### src/rtl/sevenseg_scan_decoder.sv
// Receive-side decoder for a multiplexed seven-segment display: rebuilds the four
// BCD digits from the Anode/Cathode scan lines and flags blanked slots and bad patterns.
module sevenseg_scan_decoder #(
   parameter int unsigned STABLE_CYCLES  = 1000,
   parameter int unsigned TIMEOUT_CYCLES = 4000000
) (
   input  logic       clk,
   input  logic       reset_n,
   input  logic [3:0] Anode,
   input  logic [6:0] Cathode,
   output logic [3:0] min_ten,
   output logic [3:0] min_one,
   output logic [3:0] sec_ten,
   output logic [3:0] sec_one,
   output logic [3:0] blank_mask,
   output logic       frame_valid,
   output logic       seg_err,
   output logic       anode_err
);

   localparam int unsigned PAT_W    = 11;
   localparam int unsigned SLOTS    = 4;
   localparam int unsigned SCNT_W   = $clog2(STABLE_CYCLES + 1);
   localparam int unsigned TCNT_W   = $clog2(TIMEOUT_CYCLES);
   localparam logic [SCNT_W-1:0] SCNT_MAX  = SCNT_W'(STABLE_CYCLES);
   localparam logic [SCNT_W-1:0] SCNT_FIRE = SCNT_W'(STABLE_CYCLES - 1);
   localparam logic [TCNT_W-1:0] TCNT_LAST = TCNT_W'(TIMEOUT_CYCLES - 1);

   typedef enum logic {SETTLE, HELD} state_t;

   // Returns {legal, digit} for an active-low {g,f,e,d,c,b,a} pattern.
   function automatic logic [4:0] seg_decode(input logic [6:0] seg);
      logic [4:0] r;
      case (seg)
         7'b1000000: r = {1'b1, 4'd0};
         7'b1111001: r = {1'b1, 4'd1};
         7'b0100100: r = {1'b1, 4'd2};
         7'b0110000: r = {1'b1, 4'd3};
         7'b0011001: r = {1'b1, 4'd4};
         7'b0010010: r = {1'b1, 4'd5};
         7'b0000010: r = {1'b1, 4'd6};
         7'b1111000: r = {1'b1, 4'd7};
         7'b0000000: r = {1'b1, 4'd8};
         7'b0010000: r = {1'b1, 4'd9};
         default:    r = 5'd0;
      endcase
      return r;
   endfunction

   logic [PAT_W-1:0]  sync1, sync2, prev_pat, cap_pat;
   logic              changed;
   state_t            state, state_nxt;
   logic [SCNT_W-1:0] stable_cnt, stable_cnt_nxt;
   logic              capture_c, capture;

   // Two-flop synchronizer; reset value is a dark display.
   always_ff @(posedge clk) begin
      if (!reset_n) begin
         sync1 <= '1;
         sync2 <= '1;
      end else begin
         sync1 <= {Anode, Cathode};
         sync2 <= sync1;
      end
   end

   assign changed = (sync2 != prev_pat);

   // Stability filter state register plus the registered capture event.
   always_ff @(posedge clk) begin
      if (!reset_n) begin
         state      <= SETTLE;
         stable_cnt <= '0;
         prev_pat   <= '1;
         capture    <= 1'b0;
         cap_pat    <= '1;
      end else begin
         state      <= state_nxt;
         stable_cnt <= stable_cnt_nxt;
         prev_pat   <= sync2;
         capture    <= capture_c;
         if (capture_c) cap_pat <= sync2;
      end
   end

   always_comb begin
      state_nxt      = state;
      stable_cnt_nxt = stable_cnt;
      capture_c      = 1'b0;
      if (changed) begin
         state_nxt      = SETTLE;
         stable_cnt_nxt = '0;
      end else begin
         if (stable_cnt != SCNT_MAX) stable_cnt_nxt = stable_cnt + SCNT_W'(1);
         if (state == SETTLE && stable_cnt == SCNT_FIRE) begin
            capture_c = 1'b1;
            state_nxt = HELD;
         end
      end
   end

   logic [3:0]        cap_an;
   logic [6:0]        cap_seg;
   logic [4:0]        dec;
   logic [3:0]        seen, seen_nxt;
   logic [3:0]        shadow     [SLOTS];
   logic [3:0]        shadow_nxt [SLOTS];
   logic [3:0]        digit_q    [SLOTS];
   logic [TCNT_W-1:0] tcnt;
   logic              seg_err_c, anode_err_c, complete_c, timeout_c, emit_c;

   assign cap_an  = cap_pat[10:7];
   assign cap_seg = cap_pat[6:0];

   // Classify the captured pattern and decide on frame emission.
   always_comb begin
      seen_nxt    = seen;
      shadow_nxt  = shadow;
      seg_err_c   = 1'b0;
      anode_err_c = 1'b0;
      dec         = seg_decode(cap_seg);
      if (capture && cap_an != 4'b1111) begin
         if ($countones(~cap_an) == 1) begin
            if (dec[4]) begin
               for (int i = 0; i < int'(SLOTS); i++) begin
                  if (!cap_an[i]) begin
                     shadow_nxt[i] = dec[3:0];
                     seen_nxt[i]   = 1'b1;
                  end
               end
            end else begin
               seg_err_c = 1'b1;
            end
         end else begin
            anode_err_c = 1'b1;
         end
      end
      complete_c = (seen_nxt == 4'b1111);
      timeout_c  = (tcnt == TCNT_LAST);
      emit_c     = complete_c | timeout_c;
   end

   // Shadow digits, frame tracking and registered outputs; completion wins over timeout.
   always_ff @(posedge clk) begin
      if (!reset_n) begin
         seen        <= '0;
         tcnt        <= '0;
         blank_mask  <= '0;
         frame_valid <= 1'b0;
         seg_err     <= 1'b0;
         anode_err   <= 1'b0;
         for (int i = 0; i < int'(SLOTS); i++) begin
            shadow[i]  <= '0;
            digit_q[i] <= '0;
         end
      end else begin
         seg_err     <= seg_err_c;
         anode_err   <= anode_err_c;
         frame_valid <= emit_c;
         shadow      <= shadow_nxt;
         if (emit_c) begin
            seen       <= '0;
            tcnt       <= '0;
            blank_mask <= complete_c ? 4'b0000 : ~seen_nxt;
            for (int i = 0; i < int'(SLOTS); i++) begin
               if (seen_nxt[i]) digit_q[i] <= shadow_nxt[i];
            end
         end else begin
            seen <= seen_nxt;
            tcnt <= tcnt + TCNT_W'(1);
         end
      end
   end

   assign min_ten = digit_q[3];
   assign min_one = digit_q[2];
   assign sec_ten = digit_q[1];
   assign sec_one = digit_q[0];

endmodule

### config.mk
export PLATFORM = sky130hd
export DESIGN_NAME = sevenseg_scan_decoder
export DESIGN_NICKNAME = d
export VERILOG_FILES = /design/src/rtl/sevenseg_scan_decoder.sv
export SDC_FILE = /design/constraint.sdc
export NUM_CORES = 1
export LEC_CHECK = 0
export ABC_AREA = 0
export BUFFER_PORTS_ARGS = -buffer_cell sky130_fd_sc_hd__buf_2
export CAP_MARGIN = 40
export CORE_ASPECT_RATIO = 1.75
export CORE_MARGIN = 2
export CORE_UTILIZATION = 41
export CTS_CLUSTER_SIZE = 16
export DETAILED_ROUTE_END_ITERATION = 12
export HOLD_SLACK_MARGIN = 0.05
export PLACE_DENSITY_LB_ADDON = 0.08
export SYNTH_ARGS = -nofsm -noshare
export SYNTH_HDL_FRONTEND = slang
export SYNTH_SLANG_ARGS = --single-unit
### constraint.sdc
create_clock -name clk -period 4.9 [get_ports clk]
set_clock_uncertainty 0.15 [all_clocks]
set_input_delay 0.98 -clock clk [delete_from_list [all_inputs] [get_ports clk]]
set_output_delay 0.98 -clock clk [all_outputs]
set_load 0.02 [all_outputs]
After elaboration in Yosys (flattened, before gate mapping)
Memory sizes are Yosys's and may differ from the RTL's. Index checks and enable logic that the tools add are counted. Widths: inputs -> output; s select.

Register bits: 105. RAM bits: 16. Input bits: 13. Output and inout bits: 23. Word-level logic and storage cells: 96. Memories kept: 1.

$add $sub $neg: 5. Eq/ne operators: 16. Mux-type cells: 41. Bitwise operators: 9. Reductions and logical operators: 7.

Memories: digit_q (depth 4, bits a word 4, rd ports 4, clocked after Yosys merged registers in 0, wr ports 4, RTL line 108) `logic [3:0] digit_q [SLOTS];`.

Operators with widths (count): $pmux 5 s10 (1); $mux 16 (3); $mux 4 (12); $mux 1 (25); $add 22x1->22 const B (1); $eq 22x22->1 const B (1); $eq 7x5->1 const B (3); $eq 7x7->1 const B (3); $eq 7x6->1 const B (2); $ne 11x11->1 (1); $add 10x1->10 const B (1); $eq 10x10->1 const B (1); $ne 10x10->1 const B (1); $not 4->4 (2); $eq 7x2->1 const B (1); $logic_not 7->1 (1); $or 1x1->1 (5); $add 1x1->2 (2); $eq 4x4->1 const B (1); $ne 4x4->1 const B (1); $reduce_or 2->1 (2); $add 2x2->3 (1); $eq 3x1->1 const B (1); $reduce_and 3->1 (1); 3 further kinds (5).

Depth between registers and ports, before layout
Depth after elaboration: 12. Depth in mapped cells: 11. Depth with buffers taken out: 10.

Least setup slack after synthesis
OpenSTA, ideal clock, no wires.

Path kind: reg-to-reg. Start: register cap_pat[7]. End: memory digit_q[1][0] (enable). Library setup time: 0.298 ns. Arrival: 3.151 ns. Required time: 4.452 ns. Slack: 1.301 ns. Cell stages (with the launch flop): 11. Path buffers: 0. Clock period less this slack: 3.599 ns. Cells stage by stage: dfxtp_1 -> fa_1 -> inv_1 -> ha_1 -> ha_1 -> nand4bb_1 -> nor3_1 -> o211ai_1 -> and3_4 -> o41ai_4 -> or2_2.

RTL lines: start, declared (RTL line 50) `logic [PAT_W-1:0] sync1, sync2, prev_pat, cap_pat;`; start signal, assigned (RTL line 82) `if (capture_c) cap_pat <= sync2;`; end, declared (RTL line 108).

Worst setup path in the final report
Start: register cap_pat[7]. End: register tcnt[8].

Word-level cells in the longest chain between the ends: 9. Elaborated cells between the ends (all ways): 13.

RTL lines: $not 4->4 (RTL line 123) `if ($countones(~cap_an) == 1) begin`; $add 1x1->2 (implied by the code) (RTL line 123); $add 2x2->3 (implied by the code) (RTL line 123); $eq 3x1->1 (RTL line 123); $mux 4 (RTL line 123); $mux 4 (*) (RTL line 122) `if (capture && cap_an != 4'b1111) begin`; $eq 4x4->1 (*) (RTL line 138) `complete_c = (seen_nxt == 4'b1111);`; $or 1x1->1 (*) (RTL line 140) `emit_c = complete_c | timeout_c;`; $reduce_or 2->1 (no line) (*); end signal, assigned (RTL line 170) `tcnt <= tcnt + TCNT_W'(1);`; end, declared (RTL line 109) `logic [TCNT_W-1:0] tcnt;`.

Every way passes the cells marked *; elsewhere a longest branch is shown, timed or not. A chain may end at the register's enable or synchronous reset.

==> results.yml <==
cts:
  cts_tree: "built"
  clk_pin_slew_ns: 0.06
  cts_hold_buf: 0
  clock_path_buffers: 2
  root_buffer: "clkbuf_16"
  htree_levels: 4
  clock_latency_ns: 0.41
  post_cts_resize_count: 0
  cts_made_buffers: 17
  cts.sinks: 121
  postCtsSetupRepairBufs: 0
logic_synthesis:
  syn_nets: 506
  ys_top_cells_by_area: "dfxtp_1, edfxtp_1, xnor2_1, nand2b_1, mux2i_1"
  synth_cells: 486
  synth_top_cell_by_area: "dfxtp_1"
  yosys.area.top_type_share_pct: 41.6
  ys_seq_elements: 121
  yosysSeqAreaShare_pct: 51.1
  async_flop_share_pct: 0
  synth_area_sq_um: 5050
  yosys_warnings: 0
  synth-edff-count: 16
  synth_flop_cell: "dfxtp_1"
  yosysUniqueCellTypes: 58
  avgSynthCellArea_sq_um: 10.4
floorplanning:
  die_area_sq_um: 13300
  io_pins: 36
  start_util_pct: 42.1
  fp.dieW_microns: 87.9
  num_rows: 53
  core_area_sq_um: 12000
  die-height_microns: 151
detailed_routing:
  vias: 3548
  routedWlPerCell_microns: 14.7
  drc_errors: 0
  first_pass_iters: 4
  ant_nets: 0
  via_per_inst: 5.03
  drt_iter0_markers: 207
  wl_microns: 10300
sta:
  rsz0062_at_grt: "false"
  setup_violations: 0
  maxSlewHeadroom_pct: 47.1
  fin_crit_ns: 3.81
  worst_slew_pin_slew_ns: 0.787
  fmax_mhz: 262
  fin_setup_tns_ns: 0
  hold_violations: 0
  maxSlewViolCount: 0
  final.period_utilization_pct: 77.8
placed_design:
  postPlaceCellArea_sq_um: 5400
  numPortBuffers: 35
  gp_congestion: 0.824
  dpl.hpwl_microns: 7450
global_routing:
  antenna_found_initial: 0
  grt_pass1_vias: 3516
  grt.busiest_layer: "met2"
  grt_use_met1_pct: 18.4
  grt_util_met2_pct: 30.9
  track_usage_pct: 17.0
  grt-ovfl-total: 0
  grt_first_pass_wirelength_microns: 17200
  grt_max_degree: 54
  grt_util_met3_pct: 4.36
setup_path:
  rr_endpoint: "tcnt[8]"
  worst_setup_path_end_kind: "flip-flop"
  cp-start-kind: "flip-flop"
  critPathKind: "flip-flop to flip-flop"
  path_max_fanout: 26
  cp.arrival_ns: 3.94
  reg2regPathDepth: 11
  cp_data_required_time_ns: 5.03
  rr_startpoint: "cap_pat[7]"
  reg2reg_slack_ns: 1.09
final_layout:
  drive_above_1_share_pct: 20.9
  finalNetCount: 547
  fill_cells: 1143
  diodes: 0
  stdcell_area_sq_um: 6000
  seq_area_sq_um: 2580
  multi_input_area_sq_um: 2310
  area_growth_pct: 18.8
worst_hold_path:
  worstHoldStart: "sync1[8]"
  hold_path.class: "flip-flop to flip-flop"
  min_path_cells: 1
  hold_end: "sync2[8]"
run_status:
  status: "finished clean"
power:
  p_per_area_nw_per_um2: 391
  p_leak_nw: 2.28
  vdd_ir_drop_max_v: 0.000227
  power_w: 0.00235
run:
  drv_cap: 0
## sequential cells by signal (all words and copies together) (netlist names)
signal,count
frame_valid,1
prev_pat,11
seg_err,1
stable_cnt,10
sync2,11
sync1,11
anode_err,1
digit_q,16
seen,4
capture,1
tcnt,22
state,1
shadow,16
cap_pat,11
blank_mask,4
## placed cells by master, fill, tap and decap left out, types with 4 or more instances in the layout
master	Yosys	final
nand2b_1	34	34
nand4_1	8	8
a21oi_1	7	7
a211oi_1	6	6
nor3_1	25	25
xnor2_1	30	30
clkbuf_16	0	17
mux2i_1	20	20
nand3_1	24	24
o211ai_1	8	8
dfxtp_1	105	105
o31ai_1	4	4
clkinvlp_4	0	5
inv_1	17	17
xor2_1	10	10
buf_2	1	36
nor3_2	18	18
edfxtp_1	16	16
nor2_1	38	38
ha_1	6	6
and3_1	8	8
nand2_1	28	28
o22ai_1	5	5
## area by class of cell
| cell class | instances | area share (%) |
|---|---|---|
| Sequential cell | 121 | 43.0 |
| Tap cell | 165 | 3.44 |
| Clock buffer | 18 | 7.15 |
| Inverter | 17 | 1.06 |
| Multi-Input combinational cell | 329 | 38.4 |
| Timing Repair Buffer | 41 | 4.02 |
| Clock inverter | 14 | 2.88 |
## routing by layer
layer / wire [microns] / vias to the layer above / share of wire [%]
li1: - / 1787 / -
met1: 4140 / 1692 / 40
met2: 5790 / 56 / 56
met3: 244 / 13 / 2.4
met4: 172 / 0 / 1.7
met5: 0 / - / 0
## metrics by stage
| step | worst slack [ns] | cells | hold WS, ns | util [%] |
|---|---|---|---|---|
| 2_1_floorplan | 1.30 | 486 | 0.236 | - |
| 3_5_place_dp | 1.08 | 673 | 0.249 | 45.0 |
| 3_3_place_gp | 1.24 | 670 | 0.241 | 44.6 |
| 4_1_cts | 1.08 | 705 | 0.262 | 50.0 |
| 6_report | 1.09 | 705 | 0.256 | 50.0 |
| 5_1_grt | 0.754 | 705 | 0.275 | 50.0 |
## power breakdown
group / internal (W) / total [W] / switching (W) / leakage, nW
logic: 0.0000251 / 0.0000643 / 0.0000392 / 0.973
clock network: 0.000801 / 0.00125 / 0.000453 / 0.279
registers: 0.00102 / 0.00103 / 0.00000939 / 1.03
## how the worst max path moves through the flow
stage	startpoint	slack, ns	endpoint	cells after the start
2_1_floorplan	cap_pat[7]	1.30	digit_q[1][0]	10
5_1_grt	cap_pat[7]	0.75	digit_q[2][3]	10
4_1_cts	cap_pat[7]	1.08	tcnt[8]	11
3_3_place_gp	cap_pat[7]	1.24	tcnt[11]	11
6_report	cap_pat[7]	1.09	tcnt[8]	11
3_5_place_dp	cap_pat[7]	1.08	tcnt[8]	11
## Yosys cell counts, drive strengths merged (2+ instances only)
| cell | count |
|---|---|
| o21ai | 3 |
| or2 | 4 |
| xnor2 | 30 |
| nand3 | 24 |
| edfxtp | 16 |
| nand2 | 28 |
| or4 | 2 |
| buf | 6 |
| nand4 | 8 |
| and3 | 11 |
| a21oi | 7 |
| nor4 | 5 |
| nor3 | 43 |
| nor2 | 41 |
| dfxtp | 105 |
| a21boi | 2 |
| nor4b | 3 |
| inv | 17 |
| nor4bb | 2 |
| nand2b | 34 |
| or3 | 2 |
| ha | 6 |
| o22ai | 5 |
| a31oi | 2 |
| xor2 | 10 |
| mux2i | 20 |
| a211oi | 6 |
| o31ai | 5 |
| a41oi | 2 |
| and4 | 2 |
| o211ai | 8 |
| clkbuf | 13 |
| a22oi | 2 |
## worst max-delay path, stage by stage, from the launching register on
cell and delay (ns):
dfxtp_1 0.35, fa_1 0.54, inv_1 0.05, ha_1 0.18
ha_1 0.28, nand4bb_1 0.26, nor3_1 0.48, o211ai_1 0.22
and3_4 0.26, o41ai_4 0.38, buf_4 0.43, nor3_1 0.10
## kinds of logic (layout without fill, tap and decap cells)
logic type / count (synthesis) / count (layout) / synth area share (%)
DFF: 121 / 121 / 51.1
adders and majority gates: 7 / 7 / 1.88
buffers and inverters: 36 / 90 / 3.22
AOI/OAI and AO/OA: 48 / 48 / 7.55
xor gates and xnor gates: 40 / 40 / 6.94
and+or+nand+nor: 214 / 214 / 25.3
muxes: 20 / 20 / 3.96
Power figures use the tool's default switching activity.
